===== config.mk =====
export PLATFORM = sky130hd
export DESIGN_NAME = servant_wb_rr_arbiter
export DESIGN_NICKNAME = d
export VERILOG_FILES = /design/src/rtl/servant_arb_pkg.sv /design/src/rtl/servant_rr_pick.sv /design/src/rtl/servant_wb_rr_arbiter.sv
export SDC_FILE = /design/constraint.sdc
export NUM_CORES = 1
export LEC_CHECK = 0
export ABC_AREA = 1
export BUFFER_PORTS_ARGS = -buffer_cell sky130_fd_sc_hd__buf_2
export CAP_MARGIN = 25
export CORE_AREA = 4 4 137 139
export DETAILED_ROUTE_END_ITERATION = 10
export DIE_AREA = 0 0 141 143
export PLACE_DENSITY_LB_ADDON = 0.1
export REMOVE_ABC_BUFFERS = 1
export SKIP_CTS_REPAIR_TIMING = 1
export SYNTH_ARGS = -nofsm -noshare
export SYNTH_HDL_FRONTEND = slang
export SYNTH_SLANG_ARGS = --single-unit

===== constraint.sdc =====
create_clock -name wb_clk -period 1.8 [get_ports wb_clk]
set_input_delay 0.18 -clock wb_clk [delete_from_list [all_inputs] [get_ports wb_clk]]
set_output_delay 0.18 -clock wb_clk [all_outputs]
set_load 0.02 [all_outputs]

===== src/rtl/servant_arb_pkg.sv =====
// Shared types and helpers for the servant Wishbone memory-port arbiter.
// Imported by the arbiter top and its priority-encoder sub-module.
package servant_arb_pkg;

    typedef enum logic {
        IDLE  = 1'b0,
        GRANT = 1'b1
    } arb_state_t;

    localparam string MODE_RR    = "RR";
    localparam string MODE_FIXED = "FIXED";

    // A disabled timeout still needs a legal width for any declared counter.
    function automatic int tmo_width(input int timeout);
        return (timeout > 0) ? $clog2(timeout + 1) : 1;
    endfunction

endpackage


===== src/rtl/servant_rr_pick.sv =====
// Combinational rotating priority encoder: one-hot winner of req,
// searching upward from ptr (or from 0 when fixed) with wrap-around.
module servant_rr_pick
    import servant_arb_pkg::*;
#(
    parameter int N  = 3,
    parameter int PW = (N > 1) ? $clog2(N) : 1
) (
    input  logic [N-1:0]  req,
    input  logic [PW-1:0] ptr,
    input  logic          fixed,
    output logic [N-1:0]  win
);

    logic [PW-1:0] sh;
    logic [N-1:0]  rot;
    logic [N-1:0]  rot_win;

    assign sh = fixed ? '0 : ptr;

    // Rotate so ptr lands on bit 0, take the lowest set bit, rotate back.
    assign rot     = N'({req, req} >> sh);
    assign rot_win = rot & (-rot);
    assign win     = N'(({rot_win, rot_win} << sh) >> N);

endmodule


===== src/rtl/servant_wb_rr_arbiter.sv =====
// N-master to 1-slave Wishbone arbiter for the servant memory port with
// a registered grant held per transaction, abort and optional timeout.
module servant_wb_rr_arbiter
    import servant_arb_pkg::*;
#(
    parameter int    NUM_MASTERS = 3,
    parameter int    AW          = 32,
    parameter int    DW          = 32,
    parameter string MODE        = "RR",
    parameter int    TIMEOUT     = 0,
    localparam int   SW          = DW / 8
) (
    input  logic                      wb_clk,
    input  logic                      wb_rst,
    input  logic [NUM_MASTERS*AW-1:0] i_m_adr,
    input  logic [NUM_MASTERS*DW-1:0] i_m_dat,
    input  logic [NUM_MASTERS*SW-1:0] i_m_sel,
    input  logic [NUM_MASTERS-1:0]    i_m_we,
    input  logic [NUM_MASTERS-1:0]    i_m_cyc,
    output logic [DW-1:0]             o_m_rdt,
    output logic [NUM_MASTERS-1:0]    o_m_ack,
    output logic [NUM_MASTERS-1:0]    o_m_err,
    output logic [AW-1:0]             o_s_adr,
    output logic [DW-1:0]             o_s_dat,
    output logic [SW-1:0]             o_s_sel,
    output logic                      o_s_we,
    output logic                      o_s_cyc,
    input  logic [DW-1:0]             i_s_rdt,
    input  logic                      i_s_ack,
    output logic [NUM_MASTERS-1:0]    o_grant
);

    localparam int PW = (NUM_MASTERS > 1) ? $clog2(NUM_MASTERS) : 1;
    localparam bit IS_FIXED = (MODE == MODE_FIXED);

    arb_state_t             state_q;
    arb_state_t             state_d;
    logic [NUM_MASTERS-1:0] grant_q;
    logic [NUM_MASTERS-1:0] grant_d;
    logic [PW-1:0]          rr_ptr_q;
    logic [PW-1:0]          rr_ptr_d;
    logic [NUM_MASTERS-1:0] err_q;
    logic [NUM_MASTERS-1:0] err_d;
    logic [NUM_MASTERS-1:0] win;

    logic [AW-1:0] adr_g;
    logic [DW-1:0] dat_g;
    logic [SW-1:0] sel_g;
    logic          we_g;
    logic          cyc_g;
    logic [PW-1:0] gidx;
    logic [PW-1:0] ptr_next;
    logic          in_grant;
    logic          tmo_hit;

    servant_rr_pick #(
        .N  (NUM_MASTERS),
        .PW (PW)
    ) u_pick (
        .req   (i_m_cyc),
        .ptr   (rr_ptr_q),
        .fixed (IS_FIXED),
        .win   (win)
    );

    // Grant is one-hot, so the slice mux is a plain priority scan.
    always_comb begin
        adr_g = '0;
        dat_g = '0;
        sel_g = '0;
        we_g  = 1'b0;
        gidx  = '0;
        for (int k = 0; k < NUM_MASTERS; k++) begin
            if (grant_q[k]) begin
                adr_g = i_m_adr[k*AW +: AW];
                dat_g = i_m_dat[k*DW +: DW];
                sel_g = i_m_sel[k*SW +: SW];
                we_g  = i_m_we[k];
                gidx  = PW'(k);
            end
        end
    end

    assign cyc_g    = |(grant_q & i_m_cyc);
    assign in_grant = (state_q == GRANT);
    assign ptr_next = (gidx == PW'(NUM_MASTERS - 1)) ? '0
                                                     : gidx + PW'(1);

    generate
        if (TIMEOUT > 0) begin : g_tmo
            localparam int TW = tmo_width(TIMEOUT);
            logic [TW-1:0] tmo_cnt;

            // Held at zero in IDLE so it starts from 0 on GRANT entry.
            always_ff @(posedge wb_clk or posedge wb_rst) begin
                if (wb_rst) begin
                    tmo_cnt <= '0;
                end else if (state_q == IDLE) begin
                    tmo_cnt <= '0;
                end else begin
                    tmo_cnt <= tmo_cnt + TW'(1);
                end
            end

            assign tmo_hit = (tmo_cnt == TW'(TIMEOUT - 1));
        end else begin : g_no_tmo
            assign tmo_hit = 1'b0;
        end
    endgenerate

    always_comb begin
        state_d  = state_q;
        grant_d  = grant_q;
        rr_ptr_d = rr_ptr_q;
        err_d    = '0;
        unique case (state_q)
            IDLE: begin
                if (|i_m_cyc) begin
                    state_d = GRANT;
                    grant_d = win;
                end
            end
            GRANT: begin
                if (i_s_ack || !cyc_g || tmo_hit) begin
                    state_d = IDLE;
                    grant_d = '0;
                    if (!IS_FIXED) begin
                        rr_ptr_d = ptr_next;
                    end
                end
                // Ack and abort both outrank a coincident timeout.
                if (!i_s_ack && cyc_g && tmo_hit) begin
                    err_d = grant_q;
                end
            end
        endcase
    end

    always_ff @(posedge wb_clk or posedge wb_rst) begin
        if (wb_rst) begin
            state_q  <= IDLE;
            grant_q  <= '0;
            rr_ptr_q <= '0;
            err_q    <= '0;
        end else begin
            state_q  <= state_d;
            grant_q  <= grant_d;
            rr_ptr_q <= rr_ptr_d;
            err_q    <= err_d;
        end
    end

    assign o_s_cyc = in_grant & cyc_g;
    assign o_s_adr = in_grant ? adr_g : '0;
    assign o_s_dat = in_grant ? dat_g : '0;
    assign o_s_sel = in_grant ? sel_g : '0;
    assign o_s_we  = in_grant & we_g;
    assign o_m_ack = (in_grant && i_s_ack) ? grant_q : '0;
    assign o_m_rdt = i_s_rdt;
    assign o_m_err = err_q;
    assign o_grant = grant_q;

endmodule

[After elaboration in Yosys (flattened, before gate mapping)]
Cells that the tools add are included.
Operators by class
  equality and inequality tests: 3
  multiplexer cells: 25
  $add $sub $neg: 2
  bitwise logic cells: 5
  reduce and logical (&&, ||, !) cells: 7
  shifts and indexed selects: 2
Operators by type and width (number)
  32-bit 2-to-1 mux: 8
  4-bit 2-to-1 mux: 4
  3-bit 2-to-1 mux: 3
  3-bit AND: 2
  1-bit 2-to-1 mux: 6
  3-bit one-hot mux with 2 select lines: 1
  3-bit OR reduction: 2
  6-bit by 2-bit << shifter with 6-bit output: 1
  6-bit by 2-bit >> shifter with 3-bit output: 1
  2-bit 2-to-1 mux: 2
  2-bit AND reduction: 2
  3-bit negation: 1
  2-bit by 1-bit adder with 2-bit output (second input constant): 1
  1-bit AND: 2
  2-bit equality test (second input constant): 1
  2-bit by 1-bit != test with 1-bit output (second input constant): 1
  2-bit != test (second input constant): 1
  1-bit one-hot mux with 2 select lines: 1
  1-bit logical AND: 1
  1-bit logical NOT: 1
  1-bit logical OR: 1
  1-bit NOT: 1
Word-level totals
  input port bits: 245
  output and inout port bits: 111
  flip-flop bits (word level): 6
  word-level logic and storage cells: 47

[Depth between registers and ports, before layout]
Gate-level depths: netlist of the first run.
  word-level depth: 6
  gate-level depth with buffers: 9
  depth with buffers taken out: 9

[Modules after synthesis]
A second synthesis of the first run with hierarchy kept.
Unflattened totals
  cell total of the unflattened synthesis: 440
  area total of the unflattened synthesis: 2270.9 µm²
By module, submodules not included
  servant_wb_rr_arbiter: sequential area each 150.1 µm², area each 2065.7 µm², times used 1, cells an instance 401
  servant_rr_pick: sequential area each 0.0 µm², area each 205.2 µm², times used 1, cells an instance 39

[Least setup slack after synthesis of the first run]
Ideal clock, no wire load.
  kind: register -> output
  from: register grant_q[2] (netlist: o_grant[2])
  to: output o_s_adr[10]
  setup slack: 81 ps
  data required time: 1620 ps
  stages on the path, launching flop included: 6
  path buffers: 2
  arrival: 1539 ps
  path through: dfrtp_1 buf_4 nor2_4 buf_1 nand2_1 a31oi_1
Between the ends
  longest elaborated chain between the ends: 2
RTL lines
  from (decl): line servant_wb_rr_arbiter.sv:38  | logic [NUM_MASTERS-1:0] grant_q;
  from (signal assigned): line servant_wb_rr_arbiter.sv:147  | grant_q <= grant_d;
  32-bit 2-to-1 mux: line servant_wb_rr_arbiter.sv:74  | if (grant_q[k]) begin
  32-bit 2-to-1 mux: line servant_wb_rr_arbiter.sv:154  | assign o_s_adr = in_grant ? adr_g : '0;
  to (decl): line servant_wb_rr_arbiter.sv:23  | output logic [AW-1:0] o_s_adr,
No other way between the ends.

[Final worst setup path of the first run]
  from: register grant_q[2] (netlist: o_grant[2])
  to: output o_s_dat[18]
Between the ends
  longest elaborated chain between the ends: 2
RTL lines
  32-bit 2-to-1 mux: line servant_wb_rr_arbiter.sv:74
  32-bit 2-to-1 mux: line servant_wb_rr_arbiter.sv:155  | assign o_s_dat = in_grant ? dat_g : '0;
  to (decl): line servant_wb_rr_arbiter.sv:24  | output logic [DW-1:0] o_s_dat,
No other way between the ends.

==> impl_metrics.py, run 1 <==
metrics = {
    "final_layout": {
        "drive_gt1_frac": 0.542,
        "fin_util": 0.254,
        "area_delta_synth_final_pct": 104,
        "stdcell_area_sq_mm": 0.00449,
        "fin_nets": 928,
    },
    "setup_path": {
        "path_class": "reg -> out",
        "critical_path_arrival_ns": 1.66,
        "cp_max_fo": 14,
        "cp-start-kind": "register",
        "r2r-start": "o_grant[1]",
        "ff2ff_setup_slack_ns": 0.22,
        "end_kind": "output pin",
        "required_ns": 1.62,
        "cp-startpoint": "o_grant[2]",
    },
    "die": {
        "die_area_sq_mm": 0.0202,
        "core-area_sq_mm": 0.0177,
        "core.rowCount": 49,
        "dieWidth_microns": 141,
        "io_pins": 356,
        "start_util": 0.124,
        "die-height_microns": 143,
    },
    "sta": {
        "finalWorstSetupSlack_ns": -0.0391,
        "rsz0062_at_grt": "true",
        "fin_crit_sh": 1.02,
        "setup_violations": 14,
        "skew_ns": 0.000206,
        "fmax_mhz": 544,
        "fin_crit_ns": 1.84,
        "finalHoldViolCount": 0,
        "drv_slew": 0,
        "final.setup.tns_ns": -0.149,
    },
    "yosys": {
        "synthArstFlopShare": 1.00,
        "synth_area_sq_mm": 0.00220,
        "yosysMostFrequentCell": "nand2_1",
        "syn_inst": 426,
        "netlist_top_cells_count": "nand2_1, nand3_1, a31oi_1, buf_4, clkbuf_1",
        "ys.flop_type": "dfrtp_1",
        "synth_area_leaders": "nand2_1, a31oi_1, nand3_1",
        "synth.top_cell.area_share": 0.284,
        "yosysTopAreaCell": "nand2_1",
        "synth_edf_count": 0,
        "avgSynthCellArea_sq_um": 5.15,
        "yosysUniqueCellTypes": 20,
        "ys_warn_count": 0,
        "ys_seq_area_frac": 0.0684,
        "ys_ff_latch": 6,
    },
    "route": {
        "remaining_drc_errors": 0,
        "wl_microns": 17500,
        "wl_per_cell_microns": 19.2,
        "drt_iter0_markers": 168,
        "vias_per_cell": 4.47,
        "dr.pass1.iters": 6,
        "dr_total_vias": 4073,
        "ant_nets": 0,
    },
    "grt": {
        "grt_usage": 0.133,
        "grt_pass1_vias": 3704,
        "grt_pass1_wl_microns": 21500,
        "grt_max_degree": 45,
        "grt-ovfl-total": 0,
        "antenna_found_initial": 1,
    },
    "power_and_ir_drop": {
        "irDropWorstVdd_v": 0.000474,
        "p_per_area_mw_per_mm2": 1520,
        "p_leak_uw": 0.00213,
        "total_power_uw": 6810,
    },
    "status": {
        "violations": "negative setup slack",
        "status": "complete, but fails checks",
    },
    "place": {
        "io_buffers": 288,
        "dpl.hpwl_microns": 11500,
        "routabilityCongestion": 0.871,
        "place_worst_setup_slack_ns": 0.0420,
        "place_area_sq_mm": 0.00368,
    },
    "worst_hold_path": {
        "min_from": "i_s_ack",
        "hp-class": "in -> reg",
    },
    "clock_tree": {
        "cts_buffers": 3,
        "clock-root-buffer": "clkbuf_16",
        "clk_latency_ns": 0.23,
        "cts_tree": "done",
        "clock-sinks": 6,
        "htreeDepth": 1,
        "clkSlewWorstSetupHoldPaths_ns": 0.03,
        "ctsLongestPathBuffers": 2,
    },
    "flow_run": {
        "cap_violations": 0,
    },
}
cells by family after synthesis:
kind of cell | share of synthesized area
DFF | 0.0684
other | 0.00171
buffers and inverters | 0.214
AOI/OAI and AO/OA | 0.217
and+or+nand+nor | 0.500
placed cells by master (no fill, tap or decap):
cell type      netlist  final
inv_2                2      3
nand3_2              1      8
inv_1               11     10
buf_12               0     10
dlygate4sd3_1        0      1
conb_1               1      3
a31oi_4              0      3
nand2_1            166    150
dfrtp_2              0      3
o21ai_0              2      2
nand4_1              3      3
a21oi_1              3      3
buf_6                0      6
o211ai_2             1      1
dfrtp_1              6      3
a31oi_2              0      7
clkbuf_16            0     11
a31oi_1             70     60
buf_8                0      3
nand3_1             80     73
diode_2              0      1
nor2_1               4      4
nand2_2              2     18
buf_4               36     69
buf_2               12    225
nor2_4               1      2
worst paths after layout:
kind                                     to  cells past startpoint
worst max-delay path            o_s_dat[18]                      6
worst min-delay path               in_grant                      4
worst max register to register   o_grant[2]                      8
worst min register to register     in_grant                      2
max in group asynchronous        o_grant[2]                      3
min in group asynchronous       rr_ptr_q[0]                      3
per-stage QoR:
stage | cells | hold slack (ns)
floorplan | 356 | -0.0290
global placement | 883 | 0.127
detailed placement | 883 | 0.130
CTS | 886 | -0.119
global route | 911 | 0.283
finish | 911 | 0.265
power by group:
part / internal (uW) / switching (uW) / total, uW
logic: 2530 / 3610 / 6130
registers: 200 / 108 / 308
clock network: 285 / 77.8 / 363
total: 3010 / 3790 / 6810
cell type report:
| type | count | area [sq um] |
|---|---|---|
| sequential | 6 | 154 |
| multi-input combinational | 337 | 1750 |
| timing repair buffer | 322 | 2170 |
| clock buffer | 3 | 75.1 |
| tap | 229 | 287 |
| inverter | 13 | 48.8 |
| fill | 2022 | 13200 |
| antenna | 1 | 2.50 |
worst max-delay path: stages, from the launching register on:
cell	delay, ns
dfrtp_2	0.45
nor2_4	0.21
buf_4	0.17
clkbuf_16	0.17
nand3_1	0.07
a31oi_1	0.17
buf_4	0.18
flip-flops by register name, summed over array words and instances (netlist names):
signal and count:
rr_ptr_q 2, o_grant 3, in_grant 1
per-layer routing:
layer / part of all wire / global-route usage / up-vias
met3: 0.089 / 0.0419 / 14
met2: 0.47 / 0.228 / 224
met1: 0.43 / 0.162 / 1890
met5: 0 / 0.0191 / -
met4: 0.0097 / 0.0275 / 0
li1: - / - / 1945
No activity file was read; power rests on OpenSTA's default activity.
==> run 2: changes to the inputs <==
--- a/config.mk
+++ b/config.mk
@@ -11,7 +11,7 @@
 export CORE_AREA = 4 4 137 139
 export DETAILED_ROUTE_END_ITERATION = 10
 export DIE_AREA = 0 0 141 143
-export PLACE_DENSITY_LB_ADDON = 0.1
+export PLACE_DENSITY = 0.42
 export REMOVE_ABC_BUFFERS = 1
 export SKIP_CTS_REPAIR_TIMING = 1
 export SYNTH_ARGS = -nofsm -noshare
==> run 2 against run 1 <==
The run now ends clean; power shrank 12%; sequential power grew 6%; routed wire length shrank 14%; combinational power shrank 14%; non-clock buffer count shrank 11; critical path type unchanged; critical endpoint is now o_s_dat[9].
==> impl_metrics.py, run 2 (synthesis gave the netlist of run 1 again) <==
metrics = {
    "power_and_ir_drop": {
        "seqPwrFrac": 0.054,
        "irDropWorstVdd_v": 0.000637,
        "switchingPower_uw": 3430,
        "p_leak_uw": 0.00207,
        "power_frac_comb": 0.886,
        "p_per_area_mw_per_mm2": 1430,
        "p_clk_frac": 0.060,
        "intPower_uw": 2550,
        "netSwitchingFraction": 0.574,
    },
    "final_layout": {
        "num_antenna_cells": 0,
        "layout_common_cells": "buf_2, nand2_1, nand3_1, a31oi_1, buf_4",
        "area_delta_synth_final_pct": 91.0,
        "stdcell_count": 899,
        "largest_reg_flops": 3,
        "seq_area_sq_um": 154,
        "fillers": 2056,
        "drive_gt1_frac": 0.515,
        "multiInputGateArea_sq_mm": 0.00169,
        "fin_nets": 917,
        "final_common_cell": "buf_2",
    },
    "place": {
        "placed_cells_incl_taps": 886,
        "io_buffers": 288,
        "place_worst_setup_slack_ns": 0.197,
        "routabilityCongestion": 0.812,
        "dpl.hpwl_microns": 11300,
    },
    "sta": {
        "fin_crit_sh": 0.988,
        "drv_slew": 0,
        "finalHoldViolCount": 0,
        "rsz0062_at_grt": "true",
        "finalWorstSetupSlack_ns": 0.0222,
        "setup_violations": 0,
        "skew_ns": 0.00138,
        "timing.hold.ws_ns": 0.252,
        "fmax_mhz": 562,
        "fin_crit_ns": 1.78,
    },
    "setup_path": {
        "slowest_stage": "dfrtp_2",
        "end_kind": "output pin",
        "cp_cell_sequence": "nor2_4 > buf_12 > clkbuf_16 > nand2_1 > a31oi_2 > buf_4",
        "ff2ff_setup_slack_ns": 0.26,
        "critical_path_arrival_ns": 1.60,
        "r2r-start": "o_grant[2]",
        "critical-path-top-delay-family": "buffers and inverters",
        "required_ns": 1.62,
        "critPathBufInv": 3,
        "cp-start-kind": "register",
        "critical-path-max-stage-delay_ns": 0.45,
        "r2r_cells": 7,
        "cp_max_fo": 6,
        "path_class": "reg -> out",
        "r2r-end": "o_grant[2]",
    },
    "clock_tree": {
        "clk_latency_ns": 0.23,
        "clock-sinks": 6,
        "cts_buffers": 3,
        "ctsLongestPathBuffers": 2,
        "clock-root-buffer": "clkbuf_16",
        "cts_tree": "done",
        "clkSlewWorstSetupHoldPaths_ns": 0.03,
        "htreeDepth": 1,
    },
    "route": {
        "remaining_drc_errors": 0,
        "wl_per_cell_microns": 16.7,
        "ant_nets": 0,
        "vias_per_cell": 4.38,
        "drt_iter0_markers": 213,
        "dr.pass1.iters": 4,
        "dr_total_vias": 3934,
        "wl_microns": 15000,
    },
    "grt": {
        "grt-ovfl-total": 0,
        "grt_pass1_vias": 3765,
        "antenna_found_initial": 0,
        "grt_usage": 0.123,
        "grt_max_degree": 46,
        "grt_pass1_wl_microns": 20000,
    },
    "die": {
        "io_pins": 356,
        "die_area_sq_mm": 0.0202,
        "die-height_microns": 143,
        "core.rowCount": 49,
        "core-area_sq_mm": 0.0177,
        "start_util": 0.124,
        "dieWidth_microns": 141,
    },
    "status": {
        "status": "completed",
    },
    "flow_run": {
        "cap_violations": 0,
    },
    "worst_hold_path": {
        "worstHoldEndpoint": "in_grant",
        "min_from": "i_s_ack",
        "holdPathStages": 4,
        "hp-class": "in -> reg",
    },
}
run 2: changes by cell type in the layout (fill, tap and decap cells not counted), sizes merged:
cell / change
buf: -8
diode: -1
clkbuf: -3
run 2: worst max path at each step:
stage                          start          to  slack, ns  cells after the start
after floorplan           o_grant[2]  o_s_adr[0]      -1.59                      3
after global placement    o_grant[2]  o_s_dat[9]       0.20                      5
after detailed placement  o_grant[1]  o_s_dat[9]       0.20                      6
after CTS                 o_grant[1]  o_s_dat[9]      -0.05                      6
after global routing      o_grant[1]  o_s_dat[9]      -0.06                      7
final                     o_grant[2]  o_s_dat[9]       0.02                      6
run 2: power by group through the flow:
| stage | clock network (uW) | registers, uW | logic, uW |
|---|---|---|---|
| final | 359 | 325 | 5300 |
| after global routing | 379 | 337 | 5770 |
| after CTS | 368 | 316 | 4510 |
| after detailed placement | 0 | 320 | 4500 |
| after global placement | 0 | 320 | 4570 |
| after floorplan | 0 | 500 | 2420 |
run 2: per-layer routing:
layer / wire (microns) / up-vias / part of all wire / global-route usage
met5: 0 / - / 0 / 0
met4: 282 / 0 / 0.019 / 0.0326
met3: 1600 / 16 / 0.11 / 0.0422
met2: 7120 / 243 / 0.47 / 0.204
met1: 5980 / 1754 / 0.40 / 0.152
li1: - / 1921 / - / -
run 2: per-stage QoR:
stage / power [uW] / utilization / area [sq um] / TNS, ns
2_1_floorplan: 2920 / - / 1780 / -114.96
3_3_place_gp: 4890 / 0.209 / 3690 / 0
3_5_place_dp: 4820 / 0.209 / 3690 / 0
4_1_cts: 5200 / 0.213 / 3770 / -0.105
5_1_grt: 6490 / 0.238 / 4190 / -0.706
6_report: 5980 / 0.238 / 4190 / 0
run 2: layout make-up:
type / instances / share of cell area
inverters: 13 / 0.0116
flip-flops and latches: 6 / 0.0367
repair buffers: 311 / 0.463
multi-input cells: 337 / 0.402
well taps: 229 / 0.0683
clock buffers: 3 / 0.0179
run 2: tightest hold or removal path, cell delays in order:
cell and delay, ns:
buf_2 0.09, inv_1 0.05, nand3_1 0.07, nand2_1 0.05
==> run 3: changes to the inputs <==
--- a/config.mk
+++ b/config.mk
@@ -8,10 +8,10 @@
 export ABC_AREA = 1
 export BUFFER_PORTS_ARGS = -buffer_cell sky130_fd_sc_hd__buf_2
 export CAP_MARGIN = 25
-export CORE_AREA = 4 4 137 139
+export CORE_AREA = 4 4 135 137
 export DETAILED_ROUTE_END_ITERATION = 10
-export DIE_AREA = 0 0 141 143
-export PLACE_DENSITY = 0.42
+export DIE_AREA = 0 0 139 141
+export PLACE_DENSITY = 0.43
 export REMOVE_ABC_BUFFERS = 1
 export SKIP_CTS_REPAIR_TIMING = 1
 export SYNTH_ARGS = -nofsm -noshare
==> run 3 against run 2 <==
The run now ends with negative setup slack left; final area increased by 3.1%; power increased by 9.0%; utilization grew 1.6 points; first-iteration DRC count is 13% lower; routed wire length grew 5.5%; critical path type unchanged; largest cell class unchanged.
==> impl_metrics.py, run 3 (synthesis gave the netlist of run 1 again) <==
metrics = {
    "final_layout": {
        "fillers": 1926,
        "largest_reg_flops": 3,
        "num_antenna_cells": 0,
        "stdcell_area_sq_mm": 0.00432,
        "layout_common_cells": "buf_2, nand2_1, nand3_1, a31oi_1, buf_4",
        "fin_nets": 930,
        "final_common_cell": "buf_2",
        "drive_gt1_frac": 0.512,
        "area_delta_synth_final_pct": 96.9,
    },
    "sta": {
        "fmax_mhz": 545,
        "final.setup.tns_ns": -0.0429,
        "finalHoldViolCount": 0,
        "timing.hold.ws_ns": 0.253,
        "fin_crit_ns": 1.83,
        "drv_slew": 0,
        "fin_crit_sh": 1.02,
        "finalWorstSetupSlack_ns": -0.0339,
        "skew_ns": 0.00202,
        "setup_violations": 3,
        "rsz0062_at_grt": "true",
    },
    "clock_tree": {
        "clk_latency_ns": 0.23,
        "htreeDepth": 1,
        "clock-sinks": 6,
        "clock-root-buffer": "clkbuf_16",
        "cts_buffers": 3,
        "cts_tree": "done",
        "clkSlewWorstSetupHoldPaths_ns": 0.04,
        "ctsLongestPathBuffers": 2,
    },
    "status": {
        "violations": "negative setup slack",
        "status": "complete, but fails checks",
    },
    "setup_path": {
        "critical-path-top-delay-family": "buffers and inverters",
        "cp-startpoint": "o_grant[1]",
        "cp-start-kind": "register",
        "cp_max_fo": 5,
        "r2r-end": "rr_ptr_q[1]",
        "r2r_cells": 7,
        "critical-path-max-stage-delay_ns": 0.40,
        "critical_path_arrival_ns": 1.65,
        "critPathBufInv": 5,
        "slowest_stage": "dfrtp_2",
        "path_class": "reg -> out",
        "r2r-start": "o_grant[2]",
        "ff2ff_setup_slack_ns": 0.23,
        "cp_cell_sequence": "inv_2 > nor2_4 > buf_6 > buf_12 > buf_8 > nand2_1 > a31oi_1 > buf_2",
        "required_ns": 1.62,
        "end_kind": "output pin",
    },
    "place": {
        "dpl.hpwl_microns": 10700,
        "io_buffers": 288,
        "place_worst_setup_slack_ns": 0.111,
        "routabilityCongestion": 0.874,
        "place_area_sq_mm": 0.00373,
    },
    "power_and_ir_drop": {
        "netSwitchingFraction": 0.554,
        "power_frac_comb": 0.893,
        "switchingPower_uw": 3610,
        "p_leak_uw": 0.00214,
        "total_power_uw": 6520,
        "seqPwrFrac": 0.049,
        "p_clk_frac": 0.058,
        "p_per_area_mw_per_mm2": 1510,
        "intPower_uw": 2910,
        "irDropWorstVdd_v": 0.000507,
    },
    "route": {
        "wl_per_cell_microns": 17.4,
        "dr_total_vias": 4096,
        "vias_per_cell": 4.51,
        "wl_microns": 15800,
        "dr.pass1.iters": 5,
        "ant_nets": 0,
        "drt_iter0_markers": 186,
        "remaining_drc_errors": 0,
    },
    "grt": {
        "grt_pass1_wl_microns": 19900,
        "grt_usage": 0.122,
        "grt_pass1_vias": 3808,
        "grt_max_degree": 48,
        "grt_busiest_layer": "met2",
        "antenna_found_initial": 0,
        "use_met3": 0.0468,
        "use_met1": 0.147,
        "met2_usage": 0.207,
        "grt-ovfl-total": 0,
    },
    "die": {
        "dieWidth_microns": 139,
        "die_area_sq_mm": 0.0196,
        "core.rowCount": 48,
        "start_util": 0.129,
        "die-height_microns": 141,
        "core-area_sq_mm": 0.0171,
        "io_pins": 356,
    },
    "worst_hold_path": {
        "worstHoldEndpoint": "in_grant",
        "hp-class": "in -> reg",
        "holdPathStages": 4,
        "min_from": "i_s_ack",
    },
    "flow_run": {
        "cap_violations": 0,
    },
}
-- run 3: worst max path at each step --
stage | to | slack [ns] | cells past startpoint
finish | o_s_dat[11] | -0.03 | 8
global route | o_s_adr[19] | -0.08 | 7
CTS | o_s_dat[6] | -0.13 | 7
detailed placement | o_s_dat[6] | 0.11 | 7
global placement | o_s_dat[6] | 0.15 | 7
floorplan | o_s_adr[0] | -1.59 | 3
-- run 3: power by group through the flow --
stage                     registers [uW]  clock network [uW]  logic, uW
final                                323                 377       5820
after floorplan                      500                   0       2420
after CTS                            327                 384       4570
after global placement               327                   0       4620
after detailed placement             326                   0       4570
after global routing                 339                 393       6250
-- run 3: worst reg2reg max path, delay by kind of cell, from the launching register on --
| kind | cells | cell delay (ns) |
|---|---|---|
| flip-flops | 1 | 0.44 |
| AO/OA/AOI/OAI | 3 | 0.38 |
| buffers and inverters | 4 | 0.62 |
-- run 3: per-stage QoR --
step | std cells | utilization
5_1_grt | 909 | 0.253
3_5_place_dp | 883 | 0.219
3_3_place_gp | 883 | 0.219
4_1_cts | 887 | 0.223
2_1_floorplan | 356 | -
6_report | 909 | 0.253
-- run 3: final cells by class --
type                            instances  area (sq um)  area share
Timing Repair Buffer                  324          2130       0.492
Multi-Input combinational cell        337          1630       0.378
Tap cell                              225           282      0.0651
Sequential cell                         6           154      0.0356
Clock buffer                            4          78.8      0.0182
Inverter                               13          48.8      0.0113
-- run 3: per-layer routing --
metal	routed length, microns	part of all wire
met3	1750	0.11
met4	477	0.030
met2	7350	0.47
met5	0	0
met1	6220	0.39
